## config.mk

```make
export PLATFORM = sky130hd
export DESIGN_NAME = universal_shift_register
export DESIGN_NICKNAME = d
export VERILOG_FILES = /design/src/rtl/universal_shift_register.sv
export SDC_FILE = /design/constraint.sdc
export NUM_CORES = 1
export LEC_CHECK = 0
export CAP_MARGIN = 20
export CORE_MARGIN = 2
export CORE_UTILIZATION = 60
export DETAILED_ROUTE_END_ITERATION = 8
export DONT_BUFFER_PORTS = 1
export GPL_TIMING_DRIVEN = 0
export HOLD_SLACK_MARGIN = 0.02
export PLACE_DENSITY = 0.76
export SLEW_MARGIN = 20
export SYNTH_ARGS = -nofsm -noshare
export SYNTH_HDL_FRONTEND = slang
export SYNTH_SLANG_ARGS = --single-unit
```

## constraint.sdc

```tcl
create_clock -name clk -period 1.85 [get_ports clk]
set_input_delay 0.37 -clock clk [delete_from_list [all_inputs] [get_ports clk]]
set_output_delay 0.37 -clock clk [all_outputs]
set_load 0.05 [all_outputs]
```

## src/rtl/universal_shift_register.sv

```systemverilog
// -----------------------------------------------------------------------------
// universal_shift_register
//
// WIDTH-bit register with hold, shift left/right, rotate left/right, parallel
// load and clear. It tracks how many serial bits have been accepted since the
// last clear/reset, saturating at WIDTH. A parallel load counts as a full
// register.
//
// Ports
//   clk         in   clock, all state changes on the rising edge
//   reset       in   synchronous active-high reset (beats enable and mode)
//   enable      in   0 = hold everything, whatever mode is
//   mode[2:0]   in   000 hold, 001 shr, 010 shl, 011 ror, 100 rol,
//                    101 load, 110 clear, 111 hold (reserved)
//   in          in   serial data input for the shift modes
//   load_data   in   parallel load value
//   out         out  register contents
//   serial_out  out  last bit shifted or rotated out (registered)
//   fill_count  out  serial bits accepted, saturating at WIDTH
//   full        out  fill_count == WIDTH (decoded straight from fill_count)
// -----------------------------------------------------------------------------
module universal_shift_register #(
  parameter int WIDTH = 8,
  parameter int CW    = 4
) (
  input  logic             clk,
  input  logic             reset,
  input  logic             enable,
  input  logic [2:0]       mode,
  input  logic             in,
  input  logic [WIDTH-1:0] load_data,
  output logic [WIDTH-1:0] out,
  output logic             serial_out,
  output logic [CW-1:0]    fill_count,
  output logic             full
);

  localparam logic [2:0] MODE_HOLD  = 3'b000;
  localparam logic [2:0] MODE_SHR   = 3'b001;
  localparam logic [2:0] MODE_SHL   = 3'b010;
  localparam logic [2:0] MODE_ROR   = 3'b011;
  localparam logic [2:0] MODE_ROL   = 3'b100;
  localparam logic [2:0] MODE_LOAD  = 3'b101;
  localparam logic [2:0] MODE_CLEAR = 3'b110;
  localparam logic [2:0] MODE_RSVD  = 3'b111;

  localparam logic [CW-1:0] FILL_MAX = CW'(WIDTH);

  if (WIDTH < 2 || WIDTH > 32) begin : g_bad_width
    $error("universal_shift_register: WIDTH must be in 2..32");
  end
  if ((2 ** CW) <= WIDTH) begin : g_bad_cw
    $error("universal_shift_register: CW too narrow to hold WIDTH");
  end

  logic [WIDTH-1:0] out_nxt;
  logic             serial_nxt;
  logic [CW-1:0]    fill_nxt;
  logic             shift_op;

  // Next-state selection; everything defaults to its current value so the
  // hold and reserved encodings need no explicit arm.
  always_comb begin
    out_nxt    = out;
    serial_nxt = serial_out;
    fill_nxt   = fill_count;
    shift_op   = 1'b0;

    case (mode)
      MODE_SHR: begin
        out_nxt    = {in, out[WIDTH-1:1]};
        serial_nxt = out[0];
        shift_op   = 1'b1;
      end
      MODE_SHL: begin
        out_nxt    = {out[WIDTH-2:0], in};
        serial_nxt = out[WIDTH-1];
        shift_op   = 1'b1;
      end
      MODE_ROR: begin
        out_nxt    = {out[0], out[WIDTH-1:1]};
        serial_nxt = out[0];
      end
      MODE_ROL: begin
        out_nxt    = {out[WIDTH-2:0], out[WIDTH-1]};
        serial_nxt = out[WIDTH-1];
      end
      MODE_LOAD: begin
        out_nxt  = load_data;
        fill_nxt = FILL_MAX;
      end
      MODE_CLEAR: begin
        out_nxt    = '0;
        serial_nxt = 1'b0;
        fill_nxt   = '0;
      end
      MODE_HOLD, MODE_RSVD: begin
      end
      default: begin
      end
    endcase

    // Serial shifts count up but never wrap past WIDTH.
    if (shift_op && (fill_count < FILL_MAX)) begin
      fill_nxt = fill_count + CW'(1);
    end
  end

  always_ff @(posedge clk) begin
    if (reset) begin
      out        <= '0;
      serial_out <= 1'b0;
      fill_count <= '0;
    end else if (enable) begin
      out        <= out_nxt;
      serial_out <= serial_nxt;
      fill_count <= fill_nxt;
    end
  end

  assign full = (fill_count == FILL_MAX);

endmodule

```

==> flow_summary.yaml <==
run_status:
  status: "finished, final reports clean"
sta:
  relSlewSlack_pct: 52.1
  finalCritPeriodShare_pct: 93.6
  clock_skew_ns: 0.00576
  setup_viol_count_final: 0
  whs_ns: 0.151
  rsz0062_at_grt: "no"
  period_needed_ns: 1.73
  final.setup.tns_ns: 0
  maxSlewViolCount: 0
  setup_ws_ns: 0.118
  fmax_ghz: 0.577
  tightestPinTransition_ns: 0.717
  final-hold-violation-count: 0
critical_path:
  worstSetupEndpointType: "output port"
  critPathLaunchType: "flip-flop"
  reg2reg_to: "fill_count[3]$_SDFFE_PP0P_"
  critPathMaxFanout: 5
  critical_path_class: "flip-flop to output port"
  r2r_cells: 3
  crit_arrival_ns: 1.36
  cp.required_ns: 1.48
  rrSetupSlack_ns: 0.20
  reg2reg_from: "fill_count[2]$_SDFFE_PP0P_"
logic_synthesis:
  ys.flop_type: "dfxtp_1"
  ys_types: 39
  netlist_instances: 108
  async_flop_share_pct: 0
  synthTopCellsByArea: "dfxtp_1 28%, a31oi_1 6.8%, a311oi_1 6.6%"
  ys_warn_count: 0
  synth.most_common_cell: "dfxtp_1"
  synth_area_sq_um: 925
  synth-edff-count: 0
  synth_commonest_cells: "13 x dfxtp_1, 10 x a31oi_1, 7 x a311oi_1"
  ys_ff_latch: 13
  yosys.area.top_type: "dfxtp_1"
  synth.top_cell.area_share_pct: 28.1
  avgSynthCellArea_sq_um: 8.56
  synth_nets: 125
  ys_seq_area_share_pct: 28.1
clock_tree:
  path_clk_slew_ns: 0.09
  cts_tree: "yes"
  root_buffer: "clkbuf_4"
  holdBufCountCts: 0
  cts_htree_levels: 1
  insertion_delay_ns: 0.28
  cts_buffers: 3
  clockBufferDepth: 2
  clock-sinks: 13
finish:
  final_area_sq_um: 982
  drive_gt1_share_pct: 15.2
  fillCellCount: 127
  multi_input_comb_area_sq_um: 592
  diodes: 0
  area_growth_pct: 6.22
  finalNetCount: 130
  regArea_sq_um: 264
die:
  rows: 14
  core-area_sq_um: 1470
  fp.dieW_um: 43.3
  ios: 29
  start_util_pct: 62.8
  die_y_um: 43.3
  dieArea_sq_um: 1870
place:
  portBuffers: 0
  pre_cts_ws_ns: 0.143
  place_congestion: 0.827
  post_dp_cell_area_sq_um: 947
  detailed_place_hpwl_mm: 1.71
power_and_ir_drop:
  combPwrFrac_pct: 20.7
  intPower_uw: 444
  p_leak_uw: 0.000321
  clkPwrFrac_pct: 25.4
  power.density_nw_per_um2: 744
  switchingPower_uw: 286
  seq_power_share_pct: 53.9
  netSwitchingFraction_pct: 39.2
  peakVddDrop_mv: 0.452
global_route:
  grt_first_pass_wirelength_mm: 3.88
  antenna_found_initial: 0
  grt_max_degree: 11
  overflow: 0
  grt_pass1_vias: 842
  grt_usage_pct: 26.7
hold_path:
  hold_depth: 1
  hold_end: "out[2]$_SDFFE_PP0P_"
  min_from: "reset"
  min_path_type: "input pin to flip-flop"
route:
  vias: 925
  drc: 0
  drtIter0Drc: 32
  routed_via_density: 7.23
  drt-pass1-iter-count: 4
  postRouteAntennaNets: 0
  post_drt_wl_per_cell_um: 18.9
  routed_wl_mm: 2.43
run:
  max_cap_viol_count: 0
-- how the worst max path moves through the flow --
stage / startpoint / to / cells after the start / slack (ns)
floorplan: fill_count[0]$_SDFFE_PP0P_ / full / 4 / 0.21
global placement: fill_count[0]$_SDFFE_PP0P_ / full / 4 / 0.15
detailed placement: fill_count[0]$_SDFFE_PP0P_ / full / 4 / 0.14
CTS: fill_count[0]$_SDFFE_PP0P_ / full / 4 / 0.13
global route: fill_count[0]$_SDFFE_PP0P_ / full / 4 / 0.06
finish: fill_count[0]$_SDFFE_PP0P_ / full / 4 / 0.12
-- routing by layer --
layer	part of all wire, %	GRT usage, %	up-vias
met5	0	0	-
met4	0.82	9.09	0
met3	9.3	7.66	2
met2	45	37.9	50
met1	45	38.2	438
li1	-	-	435
-- logic make-up after synthesis --
logic type               Yosys count  synth area share [%]
XOR/XNOR                           3                  3.65
buffers and inverters             15                  8.66
adder cells (fa/ha/maj)            2                  2.71
flip-flops                        13                  28.1
AO/OA/AOI/OAI                     41                  34.2
AND/OR/NAND/NOR                   34                  22.6
-- final cells by class --
| cell class | instances | area share, % |
|---|---|---|
| Buffer | 10 | 6.24 |
| Clock buffer | 4 | 2.68 |
| Inverter | 5 | 1.91 |
| Multi-Input combinational cell | 80 | 60.3 |
| Sequential cell | 13 | 26.9 |
| Tap cell | 16 | 2.04 |
-- per-stage QoR --
| stage | instances | power [uW] | utilization, % |
|---|---|---|---|
| 2_1_floorplan | 108 | 513 | - |
| 3_3_place_gp | 124 | 543 | 64.4 |
| 3_5_place_dp | 124 | 546 | 64.4 |
| 4_1_cts | 128 | 727 | 66.8 |
| 5_1_grt | 128 | 760 | 66.8 |
| 6_report | 128 | 731 | 66.8 |
-- cell usage in the layout, fill, tap and decap left out, types with 5 or more instances in the layout --
master	synthesis	layout
a311oi_1	7	7
clkbuf_1	4	5
inv_1	5	5
nand2_1	5	5
nand2b_1	5	5
a31oi_1	10	10
nand3b_1	6	6
dfxtp_1	13	10
o221ai_1	6	6
-- critical path, stage by stage, from the launching register on --
cell and delay (ns):
dfxtp_2 0.43, inv_1 0.12, ha_1 0.14, nand2_1 0.09, nor2_4 0.30
-- power groups by stage --
| stage | Sequential (uW) | Combinational (uW) | Clock, uW |
|---|---|---|---|
| finish | 394 | 151 | 186 |
| global route | 396 | 165 | 198 |
| CTS | 393 | 150 | 184 |
| detailed placement | 399 | 147 | 0 |
| global placement | 398 | 144 | 0 |
| floorplan | 391 | 122 | 0 |
-- sequential cells by signal, summed over array words and instances (netlist names) --
signal,count
fill_count,4
out,8
serial_out,1
-- timing repair --
action,4_1_cts,5_1_grt
setup endpoints to repair,1,0
buffers inserted,0,0
gates resized for setup,4,0
No activity file was read; power rests on OpenSTA's default activity.
